==> src/rtl/rc5_key_expand_pkg.sv <==
// rc5_pkg: shared RC5-16 constants, types and helpers
// for the key schedule and the encrypt/decrypt core.
package rc5_pkg;

   localparam int          W          = 16;
   localparam logic [15:0] P16        = 16'hB7E1;
   localparam logic [15:0] Q16        = 16'h9E37;
   localparam int          MAX_ROUNDS = 31;
   localparam int          T_MAX      = 2 * (MAX_ROUNDS + 1);
   localparam int          C_WORDS    = 8;

   typedef logic [W-1:0] word_t;

   typedef enum logic [1:0] {
      IDLE,
      INIT,
      MIX
   } ks_state_t;

   function automatic word_t rotl16(word_t x, logic [3:0] s);
      logic [31:0] d;
      d = {x, x} << s;
      return d[31:16];
   endfunction

endpackage

==> src/rtl/rc5_key_expand_if.sv <==
// rc5_key_expand_if: control, key load and subkey
// read bus between the key schedule and its user.
interface rc5_key_expand_if;
   import rc5_pkg::*;

   logic         start;
   logic [4:0]   num_rounds;
   logic [127:0] key;
   logic         busy;
   logic         ready;
   logic         err;
   logic [5:0]   sk_addr;
   word_t        sk_data;

   modport master (
      output start, num_rounds, key, sk_addr,
      input  busy, ready, err, sk_data
   );

   modport slave (
      input  start, num_rounds, key, sk_addr,
      output busy, ready, err, sk_data
   );

endinterface

==> src/rtl/rc5_key_expand_mix.sv <==
// rc5_ks_mix: one combinational RC5 key-mixing step,
// producing the new A and B from S[i], L[j], A, B.
module rc5_ks_mix
   import rc5_pkg::*;
(
   input  word_t s_i,
   input  word_t l_i,
   input  word_t a_i,
   input  word_t b_i,
   output word_t a_o,
   output word_t b_o
);

   word_t a_sum;
   word_t ab;
   word_t b_sum;

   // A' = (S+A+B)<<<3, B' = (L+A'+B)<<<(A'+B)
   always_comb begin
      a_sum = s_i + a_i + b_i;
      a_o   = rotl16(a_sum, 4'd3);
      ab    = a_o + b_i;
      b_sum = l_i + ab;
      b_o   = rotl16(b_sum, ab[3:0]);
   end

endmodule

==> src/rtl/rc5_key_expand.sv <==
// rc5_key_expand: RC5-16 key schedule; expands K into S[]
// once per key load and serves S[] on a registered port.
module rc5_key_expand #(
   parameter int MAX_ROUNDS = 31
) (
   input logic             clk,
   input logic             rst,
   rc5_key_expand_if.slave bus
);
   import rc5_pkg::*;

   localparam int         TM   = 2 * (MAX_ROUNDS + 1);
   localparam logic [5:0] MAXR = 6'(MAX_ROUNDS);

   ks_state_t  state_q, state_d;
   word_t      s_q [TM];
   word_t      l_q [C_WORDS];
   word_t      a_q, b_q;
   word_t      a_mix, b_mix;
   word_t      init_w;
   word_t      rd_q;
   logic [6:0] t_q, t_new;
   logic [7:0] n_q, n_new;
   logic [7:0] cnt_q;
   logic [5:0] i_q;
   logic [2:0] j_q;
   logic       busy_q, ready_q, err_q;
   logic       accept, reject;
   logic       init_last, mix_last;

   assign t_new = {1'b0, bus.num_rounds, 1'b0} + 7'd2;
   assign n_new = (t_new < 7'd8) ? 8'd24
                : {t_new, 1'b0} + {1'b0, t_new};

   assign init_last = (cnt_q == {1'b0, t_q - 7'd1});
   assign mix_last  = (cnt_q == n_q - 8'd1);

   assign init_w = (cnt_q == 8'd0) ? P16
                 : s_q[cnt_q[5:0] - 6'd1] + Q16;

   rc5_ks_mix u_mix (
      .s_i (s_q[i_q]),
      .l_i (l_q[j_q]),
      .a_i (a_q),
      .b_i (b_q),
      .a_o (a_mix),
      .b_o (b_mix)
   );

   // state register
   always_ff @(posedge clk or negedge rst) begin
      if (!rst) state_q <= IDLE;
      else      state_q <= state_d;
   end

   // next state and start accept/reject decode
   always_comb begin
      state_d = state_q;
      accept  = 1'b0;
      reject  = 1'b0;
      unique case (state_q)
         IDLE: begin
            if (bus.start) begin
               if ({1'b0, bus.num_rounds} > MAXR) begin
                  reject = 1'b1;
               end else begin
                  accept  = 1'b1;
                  state_d = INIT;
               end
            end
         end
         INIT: if (init_last) state_d = MIX;
         MIX:  if (mix_last)  state_d = IDLE;
         default: state_d = IDLE;
      endcase
   end

   // key latch, S[] fill and mixing datapath
   always_ff @(posedge clk or negedge rst) begin
      if (!rst) begin
         for (int k = 0; k < TM; k++) s_q[k] <= '0;
         for (int m = 0; m < C_WORDS; m++) l_q[m] <= '0;
         a_q     <= '0;
         b_q     <= '0;
         i_q     <= '0;
         j_q     <= '0;
         cnt_q   <= '0;
         t_q     <= '0;
         n_q     <= '0;
         busy_q  <= 1'b0;
         ready_q <= 1'b0;
         err_q   <= 1'b0;
      end else begin
         err_q <= reject;
         if (accept) begin
            t_q <= t_new;
            n_q <= n_new;
            for (int m = 0; m < C_WORDS; m++)
               l_q[m] <= bus.key[16*m +: 16];
            a_q     <= '0;
            b_q     <= '0;
            i_q     <= '0;
            j_q     <= '0;
            cnt_q   <= '0;
            ready_q <= 1'b0;
            busy_q  <= 1'b1;
         end else if (state_q == INIT) begin
            s_q[cnt_q[5:0]] <= init_w;
            cnt_q <= init_last ? 8'd0 : cnt_q + 8'd1;
         end else if (state_q == MIX) begin
            s_q[i_q] <= a_mix;
            l_q[j_q] <= b_mix;
            a_q      <= a_mix;
            b_q      <= b_mix;
            i_q <= ({1'b0, i_q} + 7'd1 == t_q) ? 6'd0
                 : i_q + 6'd1;
            j_q   <= j_q + 3'd1;
            cnt_q <= cnt_q + 8'd1;
            if (mix_last) begin
               ready_q <= 1'b1;
               busy_q  <= 1'b0;
            end
         end
      end
   end

   // registered subkey read, zero beyond the live table
   always_ff @(posedge clk or negedge rst) begin
      if (!rst) begin
         rd_q <= '0;
      end else if ({1'b0, bus.sk_addr} < t_q) begin
         rd_q <= s_q[bus.sk_addr];
      end else begin
         rd_q <= '0;
      end
   end

   assign bus.busy    = busy_q;
   assign bus.ready   = ready_q;
   assign bus.err     = err_q;
   assign bus.sk_data = rd_q;

endmodule

==> src/flat_wrapper.sv <==
// flat-port wrapper written by rule: the top's interface ports become plain ports
module rc5_key_expand_flat import rc5_pkg::*;
#(
   parameter int MAX_ROUNDS = 31
)
  (clk, rst, bus_start, bus_num_rounds, bus_key, bus_sk_addr, bus_busy, bus_ready, bus_err, bus_sk_data);
  rc5_key_expand_if bus_i ();
  input logic clk;
  input logic rst;
  input wire logic [$bits(bus_i.start)-1:0] bus_start;
  input wire logic [$bits(bus_i.num_rounds)-1:0] bus_num_rounds;
  input wire logic [$bits(bus_i.key)-1:0] bus_key;
  input wire logic [$bits(bus_i.sk_addr)-1:0] bus_sk_addr;
  output wire logic [$bits(bus_i.busy)-1:0] bus_busy;
  output wire logic [$bits(bus_i.ready)-1:0] bus_ready;
  output wire logic [$bits(bus_i.err)-1:0] bus_err;
  output wire logic [$bits(bus_i.sk_data)-1:0] bus_sk_data;
  assign bus_i.start = bus_start;
  assign bus_i.num_rounds = bus_num_rounds;
  assign bus_i.key = bus_key;
  assign bus_i.sk_addr = bus_sk_addr;
  assign bus_busy = bus_i.busy;
  assign bus_ready = bus_i.ready;
  assign bus_err = bus_i.err;
  assign bus_sk_data = bus_i.sk_data;
  rc5_key_expand #(.MAX_ROUNDS(MAX_ROUNDS)) u_core (.clk(clk), .rst(rst), .bus(bus_i));
endmodule
==> config.mk <==
export PLATFORM = sky130hd
export DESIGN_NAME = rc5_key_expand_flat
export DESIGN_NICKNAME = d
export VERILOG_FILES = /design/src/rtl/rc5_key_expand_pkg.sv /design/src/rtl/rc5_key_expand_if.sv /design/src/rtl/rc5_key_expand_mix.sv /design/src/rtl/rc5_key_expand.sv /design/src/flat_wrapper.sv
export SDC_FILE = /design/constraint.sdc
export NUM_CORES = 2
export LEC_CHECK = 0
export BUFFER_PORTS_ARGS = -buffer_cell sky130_fd_sc_hd__clkbuf_2
export CORE_ASPECT_RATIO = 1.75
export CORE_UTILIZATION = 60
export DETAILED_ROUTE_END_ITERATION = 7
export HOLD_SLACK_MARGIN = 0.12
export PLACE_DENSITY_LB_ADDON = 0.08
export SYNTH_ARGS = -nofsm -noshare
export SYNTH_HDL_FRONTEND = slang
export SYNTH_SLANG_ARGS = --single-unit
==> constraint.sdc <==
create_clock -name clk -period 14.4 [get_ports clk]
set_clock_uncertainty 0.15 [all_clocks]
set_input_delay 3.6 -clock clk [delete_from_list [all_inputs] [get_ports clk]]
set_output_delay 3.6 -clock clk [all_outputs]
set_load 0.01 [all_outputs]
==> results.toml, run 1 <==
[synth]
yosysTopAreaCell = "dfrtp_1"
ys_dominant_reg_cell = "dfrtp_1"
synthesis.area_per_instance_sq_um = 10.71
synth_warnings = 0
yosys_register_bits = 1234
ys_async_sr_fraction = 1.000
yosysTopAreaCellShare = 0.3880
synth_cell_types = 76
count_of_flip_flops_with_a_built_in_enable_after_synthesis = 0
synth_cells = 7427
synth_sequential_area_ratio = 0.3880
synth_fp_nets = 7656
biggest_area_contributors_in_the_synthesized_netlist = "dfrtp_1 39%, mux4_2 19%, a22oi_1 4.8%"
post_synth_instance_area_sq_um = 79580

[cts]
ctsRootBufferMaster = "clkbuf_16"
cts_resized = 0
holdBufCountCts = 0
post-cts-setup-buffer-count = 0
h_tree_level_count = 3
cts-root-to-sink-buffers = 3
cts_made_buffers = 116
clock_sinks = 1234

[grt]
grt_pass1_vias = 87250
remaining_global_route_overflow = 7
groute.usage.overall = 0.7630
global_route_wire_length_before_repair_um = 717000
grt_start_max_net_pins = 174

[status]
lastStage = "global routing (5_1_grt)"
error = "[ERROR GRT-0116] Global routing finished with congestion. Check the congestion regions in the DRC Viewer."
run_status = "stopped before the end"

[floorplan]
fp.dieH_um = 483.8
effective_utilization_at_floorplan = 0.6053
io-pin-count = 161
die_w_um = 277.3
placement_rows = 176

[place]
port_buffers = 159
worst_slack_at_placement_ns = 1.057
dp_hpwl_um = 312300
gpl.final_weighted_congestion = 1.153
[logic make-up after synthesis]
| family | after synthesis | synth area share |
|---|---|---|
| fa+ha+maj | 87 | 0.01547 |
| buf+inv | 842 | 0.04266 |
| simple gates | 1472 | 0.08184 |
| xor+xnor | 80 | 0.009229 |
| compound gates | 2983 | 0.2665 |
| flops | 1234 | 0.3880 |
| other cells | 1 | 0.00004712 |
| mux | 728 | 0.1962 |
[stage by stage]
stage,std cells,hold slack (ns),util,instance area (sq um)
after floorplan,7427,0.3038,-,79580
after global placement,8761,0.3184,0.6258,82270
after detailed placement,8762,0.3254,0.6259,82280
after CTS,8981,0.3408,0.6586,86580
[layer usage]
layer | GRT overflow | track usage
met5 | 0 | 0.2376
met4 | 2 | 0.7896
met3 | 0 | 0.6028
met2 | 5 | 0.9308
met1 | 0 | 0.7570
[synthesized netlist by cell type, types with 13 or more instances]
cell / number
xor2_1: 27
inv_1: 56
a22o_1: 229
and2_1: 14
o21ai_1: 103
xnor2_1: 50
a221oi_1: 89
nand4_1: 51
mux2i_1: 52
o31ai_1: 31
clkbuf_1: 604
nor3_1: 69
buf_2: 53
a22oi_1: 514
a31oi_1: 109
o221ai_1: 256
a221o_1: 138
nor2_1: 333
nand2b_1: 19
dfrtp_1: 1234
a21oi_1: 208
o21ai_0: 672
buf_1: 91
buf_4: 22
nor2b_1: 28
o22ai_1: 157
mux4_2: 663
nor4_1: 22
a32oi_1: 383
and3_1: 131
ha_1: 68
nand2_1: 711
o211ai_1: 13
a21o_1: 19
fa_1: 19
nand3_1: 47
==> inputs of run 2 (changes only) <==
--- a/config.mk
+++ b/config.mk
@@ -6,11 +6,9 @@
 export NUM_CORES = 2
 export LEC_CHECK = 0
 export BUFFER_PORTS_ARGS = -buffer_cell sky130_fd_sc_hd__clkbuf_2
-export CORE_ASPECT_RATIO = 1.75
-export CORE_UTILIZATION = 60
+export CORE_UTILIZATION = 40
 export DETAILED_ROUTE_END_ITERATION = 7
-export HOLD_SLACK_MARGIN = 0.12
-export PLACE_DENSITY_LB_ADDON = 0.08
+export PLACE_DENSITY_LB_ADDON = 0.15
 export SYNTH_ARGS = -nofsm -noshare
 export SYNTH_HDL_FRONTEND = slang
 export SYNTH_SLANG_ARGS = --single-unit
==> run 2 against run 1 <==
The flow now finishes, with violations (design-rule violations, max-capacitance violations); synthesized cell count unchanged; synthesized area unchanged.
==> results.toml, run 2 <==
[cts]
h_tree_level_count = 4
cts_made_buffers = 156
source_to_sink_clock_delay_at_the_later_pin_of_the_worst_skew_pair_ns = 0.88
cts_resized = 0
cts-root-to-sink-buffers = 3
ctsRootBufferMaster = "clkbuf_16"
clock_tree_from_tritoncts = "done"
holdBufCountCts = 0
clk_pin_slew_ns = 0.06
clock_sinks = 1234
post-cts-setup-buffer-count = 0

[detailed_routing]
drc_errors = 1
routedLengthMet1_um = 157400
route.met2.wl_um = 181900
met3RoutedLength_um = 75630
total_iterations_of_the_first_detailed_routing_run = 8
starting_drc_count_in_detailed_routing = 15510
drtAntennaViolNets = 0
routed.top_layer = "met5"
detail_route.vias_per_cell = 8.013
vias = 80770
wl_per_cell_um = 45.26
route.final.wire_length_um = 456300

[setup_path]
timing.rr.start = "u_core.i_q[2]"
worst_r2r_path_cells = 41
path_max_fanout = 34
setup.reg_to_reg.worst_slack_ns = 0.85
type_of_the_worst_setup_path = "reg -> reg"
cp_common_cell = "a21oi_1"
timing.rr.end = "u_core.l_q[58]"
crit_required_ns = 14.93
crit_slowest_cell = "nor4_1"
setup.worst_path.start_class = "flop"
cp.buffers_inverters = 3
critPathMaxStageDelay_ns = 1.27
timing.critical_path.from = "u_core.i_q[2]"
critPathCaptureType = "flop"
data_arrival_at_the_endpoint_of_the_critical_path_ns = 14.08
worst_path_dominant_cell_family = "compound AO/OA/AOI/OAI gates"

[floorplan]
effective_utilization_at_floorplan = 0.4031
fp.dieH_um = 448.0
die_w_um = 448.0
io-pin-count = 161
placement_rows = 163
design.core.area_sq_um = 197400
floorplan.die_area_sq_um = 200700

[layout]
layout_commonest_cell = "dfrtp_1"
multi_input_comb_area_sq_um = 45860
finalNetCount = 7497
layout-drive-gt1-share = 0.2038
layout.cells.most_common_list = "1233 x dfrtp_1, 706 x nand2_1, 672 x o21ai_0, 663 x mux4_2, 513 x a22oi_1"
max_flop_register = "u_core.s_q"
top_regs = "u_core.s_q (1024), u_core.l_q (128)"
largest_register_ffs = 1024
seq_area_sq_um = 30880
area_growth_pct = 12.17
layout.filler_cells = 18410

[grt]
grt_antenna_before_repair = 68
grt_pass1_vias = 73770
global_route_wire_length_before_repair_um = 629600
remaining_global_route_overflow = 0
grt_start_max_net_pins = 168
groute.usage.overall = 0.4490

[synth]
synth_cells = 7427
post_synth_instance_area_sq_um = 79580
yosysTopAreaCell = "dfrtp_1"
yosysTopAreaCellShare = 0.3880
synthesis.area_per_instance_sq_um = 10.71
netlist_top_cells_count = "1234 x dfrtp_1, 711 x nand2_1, 672 x o21ai_0"
yosys.cell_count.top_type = "dfrtp_1"
synth_fp_nets = 7656
count_of_flip_flops_with_a_built_in_enable_after_synthesis = 0
yosys_register_bits = 1234
ys_dominant_reg_cell = "dfrtp_1"
synth_sequential_area_ratio = 0.3880
synth_warnings = 0
biggest_area_contributors_in_the_synthesized_netlist = "dfrtp_1 39%, mux4_2 19%, a22oi_1 4.8%"
synth_cell_types = 76
ys_async_sr_fraction = 1.000

[status]
run_status = "finished, violations left"
failing_checks = "design-rule violations, max-capacitance violations"

[hold_path]
hold_path_depth = 2
timing.hold.worst.class = "reg -> reg"
timing.hold.worst_endpoint = "u_core.l_q[5]"
min-delay-start = "u_core.l_q[5]"

[place]
port_buffers = 159
gpl.final_weighted_congestion = 1.085
dp_hpwl_um = 306800
worst_slack_at_placement_ns = 1.630

[timing]
final-setup-viol-count = 0
final.period_utilization = 0.9409
timing.final.crit_period_ns = 13.55
finalSetupTns_ns = 0
max-slew-margin-rel = 0.003931
finalHoldViolCount = 0
grt_setup_unrepaired = "no"
tightestPinTransition_ns = 1.489
clock.fmax_mhz = 73.80
report.final.slew_viol_count = 0
timing.final.ws_setup_ns = 0.8508

[flow_run]
max-cap-violations = 2
==> run 2: worst min-delay path, cell delays in order (launching register included) <==
cell,delay [ns]
dfrtp_1,0.34
a21oi_1,0.06
o31ai_1,0.05
==> run 2: logic make-up after synthesis <==
family / Yosys count / share of synthesized area
AOI/OAI and AO/OA: 2983 / 0.2665
and+or+nand+nor: 1472 / 0.08184
DFF: 1234 / 0.3880
buffers and inverters: 842 / 0.04266
muxes: 728 / 0.1962
adders and majority gates: 87 / 0.01547
xor gates and xnor gates: 80 / 0.009229
other: 1 / 0.00004712
==> run 2: per-layer routing <==
layer	GRT usage	vias to the layer above
li1	-	29970
met5	0.01732	-
met4	0.3073	48
met1	0.5536	40780
met3	0.2254	1875
met2	0.6058	8100
==> run 2: worst max path at each step <==
stage / to / slack (ns) / depth (start not counted)
5_1_grt: u_core.l_q[58] / 0.50 / 41
3_3_place_gp: u_core.l_q[26] / 1.77 / 42
6_report: u_core.l_q[58] / 0.85 / 41
4_1_cts: u_core.l_q[58] / 1.57 / 42
3_5_place_dp: u_core.l_q[10] / 1.63 / 42
2_1_floorplan: u_core.b_q[10] / 3.86 / 47
==> run 2: stage by stage <==
stage / area [sq um] / cells / hold slack, ns / util
finish: 89270 / 10080 / 0.3407 / 0.4522
global route: 89180 / 10050 / 0.3563 / 0.4517
CTS: 89130 / 10030 / 0.3393 / 0.4515
detailed placement: 83730 / 9749 / 0.3270 / 0.4241
global placement: 83700 / 9747 / 0.3197 / 0.4240
floorplan: 79580 / 7427 / 0.3038 / -
==> run 2: final cells by class <==
| class | instances | area share |
|---|---|---|
| Multi-Input combinational cell | 5351 | 0.5137 |
| Sequential cell | 1234 | 0.3460 |
| Clock buffer | 224 | 0.05138 |
| Timing Repair Buffer | 466 | 0.03895 |
| Tap cell | 2640 | 0.03700 |
| Clock inverter | 61 | 0.009195 |
| Inverter | 59 | 0.002481 |
| Antenna cell | 45 | 0.001261 |
Power of run 2 is not shown: default switching activity piles up to over one toggle a cycle in this logic, so the estimate is an artifact.
